$ cat config.mk
export PLATFORM = sky130hd
export DESIGN_NAME = divider_seq
export DESIGN_NICKNAME = d
export VERILOG_FILES = /design/src/rtl/divider_pkg.sv /design/src/rtl/div_ctrl_fsm.sv /design/src/rtl/divider_seq.sv
export SDC_FILE = /design/constraint.sdc
export NUM_CORES = 1
export LEC_CHECK = 0
export BUFFER_PORTS_ARGS = -buffer_cell sky130_fd_sc_hd__buf_2
export CAP_MARGIN = 25
export CORE_ASPECT_RATIO = 1.4
export CORE_UTILIZATION = 49
export CTS_CLUSTER_DIAMETER = 80
export CTS_CLUSTER_SIZE = 20
export DETAILED_ROUTE_END_ITERATION = 16
export HOLD_SLACK_MARGIN = 0.12
export PLACE_DENSITY = 0.76
export SLEW_MARGIN = 20
export SYNTH_ARGS = -nofsm -noshare
export SYNTH_HDL_FRONTEND = slang
export SYNTH_HIERARCHICAL = 1
export SYNTH_SLANG_ARGS = --single-unit
$ cat constraint.sdc
create_clock -name clk -period 2.85 [get_ports clk]
set_input_delay 0.4275 -clock clk [delete_from_list [all_inputs] [get_ports clk]]
set_output_delay 0.4275 -clock clk [all_outputs]
set_load 0.005 [all_outputs]
$ cat src/rtl/divider_pkg.sv
// rtl/divider_pkg.sv - shared types and sizing for the sequential divider
package divider_pkg;

  // Default operand width of the divider.
  localparam int DIV_WIDTH = 32;

  // Iteration counter width for a given operand width (never below one bit).
  function automatic int div_cnt_width(input int width);
    return (width > 1) ? $clog2(width) : 1;
  endfunction

  // Counter width at the default operand width.
  localparam int DIV_CNT_W = div_cnt_width(DIV_WIDTH);

  // Controller states: waiting, iterating one bit per clock, result held.
  typedef enum logic [1:0] {
    DIV_IDLE = 2'd0,
    DIV_ITER = 2'd1,
    DIV_DONE = 2'd2
  } div_state_e;

endpackage

$ cat src/rtl/div_ctrl_fsm.sv
// rtl/div_ctrl_fsm.sv - divider sequencing: state, step counter and strobes
module div_ctrl_fsm
  import divider_pkg::*;
#(
  parameter int WIDTH = DIV_WIDTH
) (
  input  logic clk,
  input  logic Reset,
  input  logic run_i,
  input  logic zero_i,
  output logic busy_o,
  output logic ready_o,
  output logic accept_o,
  output logic step_o
);

  localparam int CNT_W = div_cnt_width(WIDTH);
  localparam logic [CNT_W-1:0] LAST_STEP = CNT_W'(WIDTH - 1);

  div_state_e       state_q, state_d;
  logic [CNT_W-1:0] cnt_q, cnt_d;

  // State and counter registers, cleared immediately by Reset.
  always_ff @(posedge clk or posedge Reset) begin
    if (Reset) begin
      state_q <= DIV_IDLE;
      cnt_q   <= '0;
    end else begin
      state_q <= state_d;
      cnt_q   <= cnt_d;
    end
  end

  // Next state and strobes; Run is only honoured when no operation is in flight.
  always_comb begin
    state_d  = state_q;
    cnt_d    = cnt_q;
    busy_o   = 1'b0;
    ready_o  = 1'b0;
    accept_o = 1'b0;
    step_o   = 1'b0;
    unique case (state_q)
      DIV_IDLE, DIV_DONE: begin
        ready_o = (state_q == DIV_DONE);
        if (run_i) begin
          accept_o = 1'b1;
          cnt_d    = '0;
          // A zero divisor has a fixed answer, so skip the iterations.
          state_d  = zero_i ? DIV_DONE : DIV_ITER;
        end
      end
      DIV_ITER: begin
        busy_o = 1'b1;
        step_o = 1'b1;
        cnt_d  = cnt_q + 1'b1;
        if (cnt_q == LAST_STEP) begin
          state_d = DIV_DONE;
        end
      end
      default: begin
        state_d = DIV_IDLE;
      end
    endcase
  end

endmodule

$ cat src/rtl/divider_seq.sv
// rtl/divider_seq.sv - restoring unsigned divider, one quotient bit per clock
module divider_seq
  import divider_pkg::*;
#(
  parameter int WIDTH = DIV_WIDTH
) (
  input  logic             clk,
  input  logic             Reset,
  input  logic             Run,
  input  logic [WIDTH-1:0] Dividend,
  input  logic [WIDTH-1:0] Divisor,
  output logic [WIDTH-1:0] Quotient,
  output logic [WIDTH-1:0] Remainder,
  output logic             Busy,
  output logic             Ready,
  output logic             DivZero
);

  logic accept, step, div_zero;

  // The quotient register doubles as the dividend shift register: its MSB
  // feeds the partial remainder and quotient bits enter at the LSB.
  logic [WIDTH-1:0] quo_q, quo_d;
  logic [WIDTH-1:0] rem_q, rem_d;
  logic [WIDTH-1:0] dsr_q, dsr_d;
  logic             dz_q, dz_d;

  logic [WIDTH:0]   rem_shift;
  logic [WIDTH:0]   rem_sub;
  logic             rem_ge;

  assign div_zero = (Divisor == '0);

  div_ctrl_fsm #(
    .WIDTH (WIDTH)
  ) u_ctrl (
    .clk      (clk),
    .Reset    (Reset),
    .run_i    (Run),
    .zero_i   (div_zero),
    .busy_o   (Busy),
    .ready_o  (Ready),
    .accept_o (accept),
    .step_o   (step)
  );

  // One restoring step at WIDTH+1 bits. The stored remainder is always below
  // the divisor, so the shifted value is below twice the divisor and the
  // difference fits a signed WIDTH+1 result: its MSB is the borrow.
  always_comb begin
    rem_shift = {rem_q, quo_q[WIDTH-1]};
    rem_sub   = rem_shift - {1'b0, dsr_q};
    rem_ge    = ~rem_sub[WIDTH];
  end

  // Datapath next state: load on accept, shift/subtract on each step, else hold.
  always_comb begin
    quo_d = quo_q;
    rem_d = rem_q;
    dsr_d = dsr_q;
    dz_d  = dz_q;
    if (accept) begin
      dsr_d = Divisor;
      dz_d  = div_zero;
      if (div_zero) begin
        quo_d = '1;
        rem_d = Dividend;
      end else begin
        quo_d = Dividend;
        rem_d = '0;
      end
    end else if (step) begin
      quo_d = {quo_q[WIDTH-2:0], rem_ge};
      rem_d = rem_ge ? rem_sub[WIDTH-1:0] : rem_shift[WIDTH-1:0];
    end
  end

  // Datapath registers, cleared immediately by Reset.
  always_ff @(posedge clk or posedge Reset) begin
    if (Reset) begin
      quo_q <= '0;
      rem_q <= '0;
      dsr_q <= '0;
      dz_q  <= 1'b0;
    end else begin
      quo_q <= quo_d;
      rem_q <= rem_d;
      dsr_q <= dsr_d;
      dz_q  <= dz_d;
    end
  end

  assign Quotient  = quo_q;
  assign Remainder = rem_q;
  assign DivZero   = dz_q & Ready;

endmodule

# Word-level counts from Yosys, hierarchy flattened
# Cells that the tools add are included.
# W data, S select, Z words.
# word_totals
input_bits	67
out_inout_bits	67
regBits	104
# classes
reduce_logical	7
muxes	17
eq_ne	5
addsub	2
bitwise	2
# ops
op	count
$mux W32	7
$sub A33 B32 Y33	1
$logic_not A32 Y1	1
$pmux W5 S2	1
$mux W2	3
$add A5 B1 Y5 const B	1
$eq A5 B5 Y1 const B	1
$mux W5	1
$mux W1	4
$pmux W2 S2	1
$reduce_and A2 Y1	2
$reduce_bool A2 Y1	2
$eq A2 B1 Y1 const B	1
$eq A2 B2 Y1 const B	1
$logic_not A2 Y1	1
$ne A2 B1 Y1 const B	1
$ne A2 B2 Y1 const B	1
$reduce_or A2 Y1	1
$and A1 B1 Y1	1
$not A1 Y1	1

# Depth between registers and ports, before layout
# logic_depth
depth_word	4
ltp_mapped	13
depth_no_buf	12

# Cells and area by module
# The synthesis kept the hierarchy.
# modules_own_cells
module	cells_per_inst	area_per_inst_um2	n_inst
divider_seq	720	6343.6	1
div_ctrl_fsm	32	386.6	1

# Worst setup path before layout
# No wires, ideal clock.
# synth_path
path_type	register -> register
from	register quo_q[31], in the netlist Quotient[31]
to	register rem_q[23], in the netlist Remainder[23]
t_arrival_ns	2.754
path_stages_with_launch	13
path_buffers	1
setup_time_ns	0.077
period_less_slack_ns	2.831
slack_ns	0.019
cell_sequence	dfrtp_1 inv_1 ha_1 fa_1 nand2b_1 a21oi_2 o21ai_2 a2111oi_4 o21ba_2 o2111ai_4 buf_6 a221o_1 a21oi_1
# synth_via
elab_chain_len	4
# synth_rtl
item	line	rtl
start: declaration	divider_seq.sv:23	logic [WIDTH-1:0] quo_q, quo_d;
start signal: assignment	divider_seq.sv:86	quo_q <= quo_d;
$sub A33 B32 Y33	divider_seq.sv:52	rem_sub = rem_shift - {1'b0, dsr_q};
$mux W32	divider_seq.sv:74	rem_d = rem_ge ? rem_sub[WIDTH-1:0] : rem_shift[WIDTH-1:0];
$mux W32	divider_seq.sv:72	end else if (step) begin
$mux W32	divider_seq.sv:62	if (accept) begin
end signal: assignment	divider_seq.sv:87	rem_q <= rem_d;
end: declaration	divider_seq.sv:24	logic [WIDTH-1:0] rem_q, rem_d;
# Every way passes these cells. The select of a mux whose other input is x is not followed.
# A chain may end at the register's enable or synchronous reset.

# Final worst setup path
# layout_path
from	register dsr_q[0]
to	register rem_q[6], in the netlist Remainder[6]
# layout_via
elab_chain_len	4
# layout_rtl
item	line	rtl
start: declaration	divider_seq.sv:25	logic [WIDTH-1:0] dsr_q, dsr_d;
start signal: assignment	divider_seq.sv:88	dsr_q <= dsr_d;
$sub A33 B32 Y33	divider_seq.sv:52	
$mux W32	divider_seq.sv:74	
$mux W32	divider_seq.sv:72	
$mux W32	divider_seq.sv:62	
# Every way passes these cells. The select of a mux whose other input is x is not followed.

==> results.sh <==
export IMPL_numCtsBuffers=9
export IMPL_dieArea_sq_um=14200
export IMPL_finalWeightedCongestion=0.926
export IMPL_first_pass_iters=7
export IMPL_seq_area_sq_um=2600
export IMPL_worstPathRequired_ns=3.09
export IMPL_synthArstFlopShare=1.00
export IMPL_ant_nets=0
export IMPL_fp_dieW_um=101
export IMPL_place_area_sq_um=7850
export IMPL_slew_viol_final=0
export IMPL_n_antenna_cell=0
export IMPL_utilization=0.632
export IMPL_initial_core_util=0.503
export IMPL_synthDistinctLibCells=64
export IMPL_cp_arrival_ns=3.21
export IMPL_cp_max_fo=8
export IMPL_rsz0062_at_grt="yes"
export IMPL_powerDensity_nw_per_um2=1620
export IMPL_clk_latency_ns=0.36
export IMPL_portBuffers=133
export IMPL_syn_nets=854
export IMPL_cap_violations=0
export IMPL_critPathLaunchType="flip-flop"
export IMPL_grt_usage=0.308
export IMPL_drcViolationCount=0
export IMPL_drive_gt1_frac=0.280
export IMPL_antenna_found_initial=0
export IMPL_post_dp_hpwl_mm=15.3
export IMPL_dieHeight_um=141
export IMPL_max_freq_ghz=0.336
export IMPL_cts_sinks=104
export IMPL_p_total_w=0.0137
export IMPL_violations="negative setup slack"
export IMPL_wl_mm=21.4
export IMPL_critical_path_slowest_cell="dfrtp_1"
export IMPL_leakage_nw=4.06
export IMPL_htree_levels=3
export IMPL_cp_end_kind="flip-flop"
export IMPL_clock_skew_ns=0.00830
export IMPL_setup_viol=30
export IMPL_critical_path_class="reg -> reg"
export IMPL_fin_crit_ns=2.98
export IMPL_cts_clk_slew_worst_paths_ns=0.07
export IMPL_grt_start_max_net_pins=64
export IMPL_status="complete, but fails checks"
export IMPL_core_region_area_sq_um=13400
export IMPL_ys_flop_type="dfrtp_1"
export IMPL_path_cells="ha_4 > fa_2 > nand2b_4 > a21oi_4 > o21ai_4 > a2111oi_4 > o21ba_2 > o2111ai_4 > buf_12 > buf_12 > buf_16 > buf_4 > a21oi_2 > o21ai_1"
export IMPL_ys_warn_count=6
export IMPL_synth_edf_count=0
export IMPL_multi_input_area_sq_um=3900
export IMPL_crit_family="compound AO/OA/AOI/OAI gates"
export IMPL_routedWlPerCell_um=19.5
export IMPL_hold_viol=0
export IMPL_cts_tree="done"
export IMPL_final_cell_area_sq_um=8460
export IMPL_grt_pass1_wl_mm=33.6
export IMPL_ir_drop_mv=0.699
export IMPL_worst_slack_ns=-0.127
export IMPL_slew_headroom=0.419
export IMPL_synthToLayoutAreaGrowth_pct=25.7
export IMPL_netlist_area_sq_um=6730
export IMPL_ys_seq_elements=104
export IMPL_worst_slew_pin_slew_ns=0.870
export IMPL_hold_path_class="in -> reg"
export IMPL_cts_root_buf="clkbuf_16"
export IMPL_final_nets=1015
export IMPL_grt_pass1_vias=6529
export IMPL_ys_seq_area_frac=0.387
export IMPL_clock_path_buffers=2
export IMPL_synth_avg_cell_area_sq_um=8.95
export IMPL_num_rows=50
export IMPL_cpPeakStageDelay_ns=0.41
export IMPL_synthCells=752
export IMPL_ios=134
export IMPL_critPathMostFrequentCell="buf_12"
export IMPL_final_fill_count=1132
export IMPL_grt_overflow=0
export IMPL_cp_num_buf_inv=4
export IMPL_vias=6563
export IMPL_timing_final_crit_share=1.04
export IMPL_vias_per_cell=5.97
export IMPL_drt_iter0_markers=438
[cell type report]
cell class                      count  area share
Clock buffer                       10      0.0271
Clock inverter                      5     0.00754
Inverter                           42      0.0191
Tap cell                          182      0.0269
Sequential cell                   104       0.308
Multi-Input combinational cell    557       0.461
Timing Repair Buffer              199       0.151
[placed cells by master (no fill, tap or decap), types with 20 or more instances in the layout]
cell type    n
o21ai_0     54
buf_2      133
o21ai_1     20
o31a_1      32
mux2i_1     46
ha_1        33
buf_4       55
a21oi_1     39
a31oi_1     24
dfrtp_1    104
inv_1       38
nor2_1      35
nand2_1     97
[worst reg2reg max path, cell delays in order (launching register included)]
cell,delay [ns]
dfrtp_1,0.41
ha_4,0.18
fa_2,0.33
nand2b_4,0.16
a21oi_4,0.16
o21ai_4,0.08
a2111oi_4,0.41
o21ba_2,0.21
o2111ai_4,0.14
buf_12,0.19
buf_12,0.13
buf_16,0.13
buf_4,0.14
a21oi_2,0.10
o21ai_1,0.08
[final timing paths]
kind | startpoint | endpoint | slack, ns | cells past startpoint
setup reg to reg | dsr_q[0]$_DFFE_PP0P_ | Remainder[6]$_DFFE_PP0P_ | -0.13 | 14
min in group asynchronous | Reset | u_ctrl/cnt_q[3]$_DFFE_PP0P_ | 0.60 | 3
max in group asynchronous | Reset | dsr_q[21]$_DFFE_PP0P_ | 1.42 | 4
setup / recovery | dsr_q[0]$_DFFE_PP0P_ | Remainder[6]$_DFFE_PP0P_ | -0.13 | 14
hold reg to reg | dz_q$_DFFE_PP0P_ | dz_q$_DFFE_PP0P_ | 0.51 | 1
hold / removal | Divisor[26] | dsr_q[26]$_DFFE_PP0P_ | 0.30 | 3
[layer usage]
layer / up-vias / wire (um) / global-route usage
li1: 3027 / - / -
met1: 3135 / 8150 / 0.362
met2: 310 / 10500 / 0.513
met3: 91 / 1290 / 0.0481
met4: 0 / 1460 / 0.204
met5: - / 0 / 0.0147
[report_power, final]
group	total (W)	internal [W]	switching (W)
clock network	0.00127	0.000686	0.000587
registers	0.00279	0.00224	0.000550
logic	0.00962	0.00453	0.00509
[cell families after synthesis]
family | synth area share
AOI/OAI and AO/OA | 0.237
and+or+nand+nor | 0.141
DFF | 0.387
buffers and inverters | 0.0567
muxes | 0.0788
adders and majority gates | 0.0662
xor gates and xnor gates | 0.0338
[registers in the layout (all words and copies together), names as in the netlist]
register and flops:
dz_q 1, Remainder 32, u_ctrl/cnt_q 5, dsr_q 32
u_ctrl/state_q 2, Quotient 32
[per-stage QoR]
step                      TNS (ns)  setup WS [ns]  instances  hold WS, ns
after detailed placement     -5.32         -0.226       1071        0.412
after global routing         -5.53         -0.251       1099        0.319
after global placement       -2.91         -0.170       1071        0.406
after floorplan                  0         0.0187        752        0.231
final                        -1.55         -0.127       1099        0.301
after CTS                   -0.339        -0.0471       1097        0.295
[cells in the mapped netlist, types with 5 or more instances]
library cell	count	area (sq um)
buf_1	8	30.0
a22oi_1	14	105
o21ai_0	74	370
mux2i_1	47	470
nor3_1	5	25.0
nor4_1	8	50.1
and3_1	8	50.1
a21oi_1	48	240
nor2_1	42	158
ha_1	34	425
inv_1	42	158
nand4_1	8	50.1
nand3_1	5	25.0
nand2b_1	7	43.8
nor3b_1	11	82.6
nand2_1	97	364
o31a_1	32	280
a31oi_1	24	150
dfrtp_1	104	2600
a21o_1	10	75.1
xor2_1	14	123
clkbuf_1	30	113
buf_2	5	25.0
xnor2_1	12	105
[what timing repair did]
| action | in CTS | in global routing |
|---|---|---|
| endpoints found under the setup margin | 33 | 33 |
| cloned | 3 | 0 |
| hold endpoints to repair | 7 | 0 |
| hold buffers | 1 | 0 |
| gates resized for setup | 18 | 38 |
| buffers inserted | 7 | 3 |
| pin swaps | 8 | 24 |
Power figures use the tool's default switching activity.
